<file path="src/rtl/tdc_pkg.sv">
// rtl/tdc_pkg.sv - shared encodings and constants for the TDC session controller
package tdc_pkg;

   localparam logic [2:0] ST_IDLE   = 3'd0;
   localparam logic [2:0] ST_WRITE  = 3'd1;
   localparam logic [2:0] ST_SETTLE = 3'd2;
   localparam logic [2:0] ST_FETCH  = 3'd3;
   localparam logic [2:0] ST_SEND   = 3'd4;
   localparam logic [2:0] ST_HDR    = 3'd5;

   localparam logic [31:0] LIMIT_SEL0 = 32'd32;
   localparam logic [31:0] LIMIT_SEL1 = 32'd256;
   localparam logic [31:0] LIMIT_SEL2 = 32'd1024;

   localparam logic [7:0] HDR_BYTE = 8'hA5;

   // Selector 11 means "until FIFO full"; the counter ceiling stands in as its limit.
   function automatic logic [31:0] sel_limit(input logic [1:0] sel, input logic [31:0] max_cnt);
      case (sel)
         2'b00:   sel_limit = LIMIT_SEL0;
         2'b01:   sel_limit = LIMIT_SEL1;
         2'b10:   sel_limit = LIMIT_SEL2;
         default: sel_limit = max_cnt;
      endcase
   endfunction

endpackage

</file>
<file path="src/rtl/tdc_byte_serializer.sv">
// rtl/tdc_byte_serializer.sv - loads a word and emits its top nbytes bytes MSB-first over valid/ready
module tdc_byte_serializer #(
   parameter int W = 32
) (
   input  logic         clk,
   input  logic         rst,
   input  logic         load,
   input  logic [W-1:0] word,
   input  logic [7:0]   nbytes,
   output logic         tx_valid,
   output logic [7:0]   tx_data,
   input  logic         tx_ready,
   output logic         last
);

   logic [W-1:0] shreg;
   logic [7:0]   remaining;

   always_ff @(posedge clk or posedge rst) begin
      if (rst) begin
         shreg     <= '0;
         remaining <= '0;
      end else if (load) begin
         shreg     <= word;
         remaining <= nbytes;
      end else if (tx_valid && tx_ready) begin
         shreg     <= shreg << 8;
         remaining <= remaining - 8'd1;
      end
   end

   // Zeros shift in behind the data, so tx_data returns to 0 once the word is out.
   assign tx_valid = (remaining != 8'd0);
   assign tx_data  = shreg[W-1 -: 8];
   assign last     = tx_valid && tx_ready && (remaining == 8'd1);

endmodule

</file>
<file path="src/rtl/tdc_session_ctrl.sv">
// rtl/tdc_session_ctrl.sv - one TDC measurement session: gated FIFO writes, then byte drain to UART
// Optional frame header (0xA5, count hi, count lo) when TDC_FRAME_HEADER_EN is defined; needs TS_WIDTH >= 24.
module tdc_session_ctrl
   import tdc_pkg::*;
#(
   parameter int TS_WIDTH   = 32,
   parameter int N_BYTES    = TS_WIDTH / 8,
   parameter int SETTLE_CYC = 4,
   parameter int CNT_WIDTH  = 16
) (
   input  logic                 clk,
   input  logic                 rst,
   input  logic                 start_write,
   input  logic                 start_read,
   input  logic [1:0]           selector,
   input  logic                 hit_valid,
   input  logic [TS_WIDTH-1:0]  hit_data,
   input  logic                 fifo_full,
   input  logic                 fifo_empty,
   output logic                 fifo_wr_en,
   output logic [TS_WIDTH-1:0]  fifo_din,
   output logic                 fifo_rd_en,
   input  logic [TS_WIDTH-1:0]  fifo_dout,
   output logic                 tx_valid,
   output logic [7:0]           tx_data,
   input  logic                 tx_ready,
   output logic                 led_write_stage,
   output logic                 led_read_stage,
   output logic                 led_write_err,
   output logic                 led_read_err,
   output logic [CNT_WIDTH-1:0] meas_count
);

   localparam logic [CNT_WIDTH-1:0] CNT_MAX = '1;

   logic [2:0]          state;
   logic [1:0]          sel_q;
   logic [7:0]          settle_cnt;
   logic [1:0]          phase;
   logic                sent_any;
   logic [31:0]         limit;
   logic [31:0]         count_ext;
   logic                can_write;
   logic                hit_last;
   logic                ser_load;
   logic [TS_WIDTH-1:0] ser_word;
   logic [7:0]          ser_nbytes;
   logic                ser_last;

   assign limit     = sel_limit(sel_q, 32'(CNT_MAX));
   assign count_ext = 32'(meas_count);
   // count < limit <= CNT_MAX, so the counter can never wrap: saturation is implicit.
   assign can_write = (state == ST_WRITE) && hit_valid && !fifo_full && (count_ext < limit);
   assign hit_last  = can_write && ((count_ext + 32'd1) == limit);

`ifdef TDC_FRAME_HEADER_EN
   logic [15:0] cnt16;
   assign cnt16 = 16'(meas_count);
`endif

   always_comb begin
      ser_load   = 1'b0;
      ser_word   = '0;
      ser_nbytes = 8'd0;
      if (state == ST_FETCH && phase == 2'd2) begin
         ser_load   = 1'b1;
         ser_word   = fifo_dout;
         ser_nbytes = 8'(N_BYTES);
      end
`ifdef TDC_FRAME_HEADER_EN
      if (state == ST_HDR && phase == 2'd0) begin
         ser_load   = 1'b1;
         ser_word   = TS_WIDTH'({HDR_BYTE, cnt16}) << (TS_WIDTH - 24);
         ser_nbytes = 8'd3;
      end
`endif
   end

   tdc_byte_serializer #(.W(TS_WIDTH)) u_ser (
      .clk      (clk),
      .rst      (rst),
      .load     (ser_load),
      .word     (ser_word),
      .nbytes   (ser_nbytes),
      .tx_valid (tx_valid),
      .tx_data  (tx_data),
      .tx_ready (tx_ready),
      .last     (ser_last)
   );

   always_ff @(posedge clk or posedge rst) begin
      if (rst) begin
         state         <= ST_IDLE;
         sel_q         <= 2'b00;
         settle_cnt    <= 8'd0;
         phase         <= 2'd0;
         sent_any      <= 1'b0;
         fifo_wr_en    <= 1'b0;
         fifo_din      <= '0;
         fifo_rd_en    <= 1'b0;
         meas_count    <= '0;
         led_write_err <= 1'b0;
         led_read_err  <= 1'b0;
      end else begin
         fifo_wr_en <= 1'b0;
         fifo_rd_en <= 1'b0;
         case (state)
            ST_IDLE: begin
               if (start_write) begin
                  state         <= ST_WRITE;
                  meas_count    <= '0;
                  led_write_err <= 1'b0;
                  led_read_err  <= 1'b0;
                  sel_q         <= selector;
               end else if (start_read) begin
                  state      <= ST_SETTLE;
                  settle_cnt <= 8'd0;
                  sent_any   <= 1'b0;
               end
            end
            ST_WRITE: begin
               if (can_write) begin
                  fifo_wr_en <= 1'b1;
                  fifo_din   <= hit_data;
                  meas_count <= meas_count + 1'b1;
               end
               if (hit_valid && fifo_full)
                  led_write_err <= 1'b1;
               if (hit_last || (sel_q == 2'b11 && fifo_full) || start_read) begin
                  state      <= ST_SETTLE;
                  settle_cnt <= 8'd0;
                  sent_any   <= 1'b0;
               end
            end
            ST_SETTLE: begin
               if (settle_cnt == 8'(SETTLE_CYC - 1)) begin
`ifdef TDC_FRAME_HEADER_EN
                  state <= ST_HDR;
`else
                  state <= ST_FETCH;
`endif
                  phase <= 2'd0;
               end else begin
                  settle_cnt <= settle_cnt + 8'd1;
               end
            end
            ST_HDR: begin
               if (phase == 2'd0)
                  phase <= 2'd1;
               else if (ser_last) begin
                  state <= ST_FETCH;
                  phase <= 2'd0;
               end
            end
            ST_FETCH: begin
               // phase 0: check empty / strobe read, 1: FIFO latency, 2: load serializer
               case (phase)
                  2'd0: begin
                     if (fifo_empty) begin
                        state <= ST_IDLE;
                        if (!sent_any)
                           led_read_err <= 1'b1;
                     end else begin
                        fifo_rd_en <= 1'b1;
                        phase      <= 2'd1;
                     end
                  end
                  2'd1: phase <= 2'd2;
                  default: begin
                     state    <= ST_SEND;
                     sent_any <= 1'b1;
                     phase    <= 2'd0;
                  end
               endcase
            end
            ST_SEND: begin
               if (ser_last)
                  state <= ST_FETCH;
            end
            default: state <= ST_IDLE;
         endcase
      end
   end

   assign led_write_stage = (state == ST_WRITE);
   assign led_read_stage  = (state == ST_SETTLE) || (state == ST_FETCH) ||
                            (state == ST_SEND)   || (state == ST_HDR);

endmodule

</file>
<file path="config.mk">
export PLATFORM = sky130hd
export DESIGN_NAME = tdc_session_ctrl
export DESIGN_NICKNAME = d
export VERILOG_FILES = /design/src/rtl/tdc_pkg.sv /design/src/rtl/tdc_byte_serializer.sv /design/src/rtl/tdc_session_ctrl.sv
export SDC_FILE = /design/constraint.sdc
export NUM_CORES = 1
export LEC_CHECK = 0
export CORE_MARGIN = 2
export CORE_UTILIZATION = 55
export CTS_CLUSTER_DIAMETER = 30
export CTS_CLUSTER_SIZE = 8
export DETAILED_ROUTE_END_ITERATION = 8
export PLACE_DENSITY = 0.87
export SLEW_MARGIN = 0
export SYNTH_ARGS = -nofsm -noshare
export SYNTH_HDL_FRONTEND = slang
export SYNTH_SLANG_ARGS = --single-unit
</file>
<file path="constraint.sdc">
create_clock -name clk -period 7.75 [get_ports clk]
set_clock_uncertainty 0.05 [all_clocks]
set_input_delay 1.55 -clock clk [delete_from_list [all_inputs] [get_ports clk]]
set_output_delay 1.55 -clock clk [all_outputs]
set_load 0.03 [all_outputs]
</file>
==> out/results.txt, run 1 <==
status = finished clean
async set-reset flop share out of synthesis = 1.000
Post-layout nets = 802
most frequent cells in the layout = clkdlybuf4s50_1, dfrtp_1, nand2_1, o21ai_0, mux2_2
Slew headroom = 0.2422
Netlist cell types = 64
Die W = 108.1 um
largest area contributor in the netlist = dfrtp_1
placed insts = 834
largest family of logic cells by synthesized area = simple AND/OR/NAND/NOR gates
worst hold margin = 0.4553 ns
hpwl dp = 10130 um
initial antenna violation count = 0
worst path cell trace = ha_1 > inv_1 > ha_1 > and2_1 > o32ai_1 > o211ai_1 > a211oi_4 > buf_4 > o2111ai_4 > a21oi_2 > mux2_1
Starting Density = 0.5570
Primary FF master, synth = dfrtp_1
P_leak = 3.231 nW
Tot Pwr = 2.313 mW
DRC Markers = 0
utilization after layout = 0.7058
Syn. warnings = 0
mux cell area share after synthesis = 0.1184
unrepaired setup endpoints after global routing = false
clk_lat worst skew = 0.37 ns
CTS Hold Bufs = 0
total negative slack = 0 ns
ANT nets after route = 0
Critical-path top delay cell = buf_4
Post-Syn Area = 0.005958 mm2
CTS clock-pin slew for the worst setup and hold paths = 0.09 ns
Initial DRC Count = 260
most common cell after layout, fill and taps aside = clkdlybuf4s50_1
Min Clock Period, post-route = 4.232 ns
FF-to-FF Start = sel_q[0]$_DFFE_PP0P_
vias = 4842
startpoint types = register
Crit. End Element = register
r2r setup slk = 3.52 ns
Placement Rows = 38
worst r2r path cells = 11
hold depth = 1
number of global-route vias before repair = 4866
top cells by area, synth = dfrtp_1, mux2_2, o21ai_0
layout overhead on the synthesized area = 26.73%
global-route wire length before repair = 23360 um
max cap viols = 0
I/O pins = 137
fin. max-slew vios = 0
adder-cell share of the synthesized area = 0.04830
H-tree levels = 3
placer congestion estimate = 0.9471
clock root buffer = clkbuf_8
Worst-Margin Slew = 1.137 ns
period utilization = 0.5461
filler instances = 787
die area = 0.01168 mm2
Fin. Hold Viols = 0
Synth Register Bits = 108
post-CTS setup buffer count = 0
Sink Count = 108
Worst EP arrival = 4.43 ns
EDFF count, synth = 0
share of cells above drive strength 1 = 0.09450
count of input and output buffers = 136
PwrDens = 306.3 mW/mm2
Synth Area in Compound Gates = 0.1321
simple-gate share of the synthesized area = 0.1749
highest clock rate = 236.3 MHz
GRT Total Usage = 0.2521
register area = 0.002703 mm2
PostCTS Resize Cnt = 0
grt total ovfl = 0
Die Span Y = 108.1 um
ANT cells = 0
cts bufs inserted = 9
drt total wl = 13900 um
Crit Path Category = register to register
Clock Tree Buf Depth = 2
fin cells = 849
number of detailed-route iterations in the first pass = 5
hold path startpoint = led_read_err$_DFFE_PP0P_
TritonCTS clock tree = yes
critical path required time = 7.95 ns
Post-Syn Instances = 596
Top cell by count, worst path = ha_1
sequential area share after synthesis = 0.4536
Synth top area share = 0.4536
crit-path max FO = 62
Worst VDD drop = 231.5 uV
Multi-input gate area = 0.002985 mm2
WP buf/inv = 2
CP max stage delay = 0.58 ns
Post-Synth XOR/XNOR Area = 0.02646
Hold Path End = led_read_err$_DFFE_PP0P_
count of final setup violators = 0
worst reg2reg path endpoint = settle_cnt[1]$_DFFE_PP0P_
Mean Syn Cell Area = 9.997 um2
wire length per cell = 16.37 um
Worst Hold Class = register to register
family with the most delay on the worst path = compound AO/OA/AOI/OAI gates
CORE AREA = 0.01070 mm2
largest net degree at the start of global routing = 92
Net Count, Synth = 693
Via-to-Cell Ratio = 5.703
-- worst max path at each step --
stage	startpoint	to	slack [ns]	depth (start not counted)
floorplan	rst	fifo_din[0]$_DFFE_PP0P_	3.30	1
global placement	hit_valid	settle_cnt[0]$_DFFE_PP0P_	3.54	8
detailed placement	hit_valid	settle_cnt[1]$_DFFE_PP0P_	3.45	8
CTS	sel_q[0]$_DFFE_PP0P_	settle_cnt[1]$_DFFE_PP0P_	3.56	11
global route	sel_q[0]$_DFFE_PP0P_	settle_cnt[1]$_DFFE_PP0P_	3.29	11
finish	sel_q[0]$_DFFE_PP0P_	settle_cnt[1]$_DFFE_PP0P_	3.52	11
-- worst reg2reg max path, delay by kind of cell, from the launching register on --
family	cells	cell delay, ns
adder cells (fa/ha/maj)	2	0.92
AND/OR/NAND/NOR	1	0.16
AO/OA/AOI/OAI	5	1.31
flip-flops	1	0.42
multiplexers	1	0.35
buffers and inverters	2	0.91
-- cells by family (layout without fill, tap and decap cells) --
kind of cell | after synthesis | in the layout
fa+ha+maj | 23 | 23
compound gates | 122 | 122
simple gates | 201 | 201
flops | 108 | 108
mux | 66 | 66
xor+xnor | 18 | 18
buf+inv | 58 | 171
-- state kept, by name, summed over array words and instances, names as in the netlist, 2 cells and up --
signal,count
u_ser.remaining,8
sel_q,2
u_ser.shreg,32
state,3
meas_count,16
settle_cnt,8
phase,2
fifo_din,32
-- routing by layer --
metal,track usage,routed length (um),up-vias
li1,-,-,2337
met1,0.3126,5723,2310
met2,0.4277,6996,162
met3,0.05485,833,33
met4,0.1044,347,0
met5,0,0,-
-- synthesized netlist by cell type (10+ instances only) --
library cell	instances
nor3_1	12
buf_4	10
inv_1	16
nand3_1	20
mux2i_1	30
mux2_2	34
clkbuf_1	14
buf_2	16
nand2_1	77
o21ai_0	63
a21oi_1	12
dfrtp_1	108
xnor2_1	12
nor2_1	28
ha_1	23
-- power breakdown --
part	switching, mW	leakage (nW)	total (mW)	internal [mW]
registers	0.127	1.42	0.843	0.716
logic	0.599	1.69	1.08	0.480
clock network	0.184	0.119	0.391	0.207
total	0.910	3.23	2.31	1.40
-- cell type report --
cell class                      count  area share
Clock buffer                       12     0.02187
Inverter                           16    0.008285
Multi-Input combinational cell    430      0.3954
Clock inverter                      3    0.009114
Timing Repair Buffer              140      0.1843
Tap cell                          140     0.02320
Sequential cell                   108      0.3579
-- metrics by stage --
step	area (um2)	setup slack [ns]
after floorplan	5958	3.304
after global placement	7317	3.543
after detailed placement	7317	3.448
after CTS	7551	3.557
after global routing	7551	3.291
final	7551	3.518
Power figures use the tool's default switching activity.
==> inputs of run 2 (changes only) <==
--- a/config.mk
+++ b/config.mk
@@ -6,11 +6,11 @@
 export NUM_CORES = 1
 export LEC_CHECK = 0
 export CORE_MARGIN = 2
-export CORE_UTILIZATION = 55
+export CORE_UTILIZATION = 46
 export CTS_CLUSTER_DIAMETER = 30
 export CTS_CLUSTER_SIZE = 8
 export DETAILED_ROUTE_END_ITERATION = 8
-export PLACE_DENSITY = 0.87
+export PLACE_DENSITY = 0.77
 export SLEW_MARGIN = 0
 export SYNTH_ARGS = -nofsm -noshare
 export SYNTH_HDL_FRONTEND = slang
==> constraint.sdc (replaced) <==
create_clock -name clk -period 3.6 [get_ports clk]
set_clock_uncertainty 0.05 [all_clocks]
set_input_delay 0.72 -clock clk [delete_from_list [all_inputs] [get_ports clk]]
set_output_delay 0.72 -clock clk [all_outputs]
set_load 0.03 [all_outputs]
==> run 2 against run 1 <==
  * Non-clock buffer count up 2
  * Worst setup slack lost 3.1 ns
  * Sequential power grew 110%
  * Sequential cell count unchanged
  * Sequential share of layout area decreased by 0.73 points
  * Largest cell class unchanged
==> out/results.txt, run 2 (synthesized netlist as in run 1, its figures left out) <==
status = finished clean
drt total wl = 13730 um
filler instances = 1087
Starting Density = 0.4721
DRC Markers = 0
P_leak = 3.273 nW
grt total ovfl = 0
hpwl dp = 9886 um
PwrDens = 669.6 mW/mm2
layout overhead on the synthesized area = 29.36%
total negative slack = 0 ns
PostCTS Resize Cnt = 0
Tot Pwr = 5.161 mW
met1 WL = 6103 um
H-tree levels = 3
largest net degree at the start of global routing = 109
Min Clock Period, post-route = 3.213 ns
Crit. End Element = register
Crit Path Category = register to register
Die W = 117.8 um
worst path cell trace = ha_1 > inv_1 > ha_1 > or3_1 > o211ai_1 > o211ai_1 > a211oi_4 > buf_12 > nor2_1 > o21ai_0 > o21ai_0
register area = 0.002703 mm2
fin. max-slew vios = 0
Via-to-Cell Ratio = 5.437
Clock Tree Buf Depth = 2
CORE AREA = 0.01262 mm2
post-CTS setup buffer count = 0
family with the most delay on the worst path = compound AO/OA/AOI/OAI gates
clock root buffer = clkbuf_16
count of final setup violators = 0
Initial DRC Count = 280
period utilization = 0.8926
met2 WL = 6756 um
max cap viols = 0
TritonCTS clock tree = yes
design area = 0.007707 mm2
Area after DPL = 0.007398 mm2
max layer used = met4
Worst VDD drop = 414.9 uV
share of cells above drive strength 1 = 0.09831
placer congestion estimate = 0.8380
Placement Rows = 41
Sink Count = 108
vias = 4806
critical path required time = 3.77 ns
clk_lat worst skew = 0.35 ns
pre-CTS worst setup slack = 0.3967 ns
count of input and output buffers = 136
highest clock rate = 311.2 MHz
cts bufs inserted = 9
Multi-input gate area = 0.002985 mm2
metal3 WL = 689 um
wire length per cell = 15.53 um
most frequent cells in the layout = clkdlybuf4s50_1, dfrtp_1, nand2_1, o21ai_0, mux2_2
post-route setup slack = 0.3867 ns
Worst Hold Class = register to register
Slew headroom = 0.5026
number of detailed-route iterations in the first pass = 4
crit-path max FO = 61
biggest regs = fifo_din (32), u_ser.shreg (32), meas_count (16)
number of global-route vias before repair = 4780
Fin. Hold Viols = 0
unrepaired setup endpoints after global routing = false
ANT nets after route = 0
ANT cells = 0
Post-layout nets = 804
startpoint types = register
initial antenna violation count = 0
CP max stage delay = 0.42 ns
I/O pins = 137
die area = 0.01388 mm2
Worst-Margin Slew = 0.7433 ns
CTS Hold Bufs = 0
most common cell after layout, fill and taps aside = clkdlybuf4s50_1
global-route wire length before repair = 23110 um
Die Span Y = 117.8 um
Worst EP arrival = 3.39 ns
GRT Total Usage = 0.2020
CTS clock-pin slew for the worst setup and hold paths = 0.07 ns
Critical-path top delay cell = dfrtp_1
WP buf/inv = 2
-- run 2: cell types whose count changed in the layout (fill, tap and decap cells not counted), moves of 2 or more --
cell	previous run	this run
clkbuf_8	12	1
clkbuf_16	0	9
clkinvlp_4	0	3
buf_12	0	2
-- run 2: per-stage QoR --
step	cells	hold slack, ns	util
2_1_floorplan	596	0.4030	-
3_3_place_gp	868	0.4322	0.5863
3_5_place_dp	868	0.4316	0.5863
4_1_cts	884	0.4564	0.6107
5_1_grt	884	0.4737	0.6107
6_report	884	0.4532	0.6107
-- run 2: final timing paths --
| kind | startpoint | to | slack (ns) | cells past startpoint |
|---|---|---|---|---|
| worst max-delay path | sel_q[0]$_DFFE_PP0P_ | meas_count[5]$_DFFE_PP0P_ | 0.39 | 11 |
| worst min-delay path | led_read_err$_DFFE_PP0P_ | led_read_err$_DFFE_PP0P_ | 0.45 | 1 |
| worst max register to register | sel_q[0]$_DFFE_PP0P_ | meas_count[5]$_DFFE_PP0P_ | 0.39 | 11 |
| worst min register to register | led_read_err$_DFFE_PP0P_ | led_read_err$_DFFE_PP0P_ | 0.45 | 1 |
| max in group asynchronous | rst | meas_count[15]$_DFFE_PP0P_ | 2.25 | 3 |
| min in group asynchronous | rst | u_ser.shreg[25]$_DFFE_PP0P_ | 0.83 | 3 |
-- run 2: layout make-up --
| class | instances | area share |
|---|---|---|
| Tap cell | 172 | 0.02792 |
| Inverter | 16 | 0.008279 |
| Timing Repair Buffer | 142 | 0.1857 |
| Sequential cell | 108 | 0.3506 |
| Clock inverter | 6 | 0.009091 |
| Clock buffer | 10 | 0.03101 |
| Multi-Input combinational cell | 430 | 0.3873 |
-- run 2: routing by layer --
layer  vias to the layer above  GRT usage
li1                       2339          -
met1                      2325     0.2651
met2                       128     0.3332
met3                        14    0.05233
met4                         0    0.05271
met5                         -          0
-- run 2: power breakdown --
| group | total, mW | switching, mW | leakage [nW] | internal, mW |
|---|---|---|---|---|
| Combinational | 2.33 | 1.28 | 1.71 | 1.05 |
| Sequential | 1.81 | 0.268 | 1.42 | 1.54 |
| Clock | 1.02 | 0.460 | 0.147 | 0.565 |
| Total | 5.16 | 2.00 | 3.27 | 3.16 |
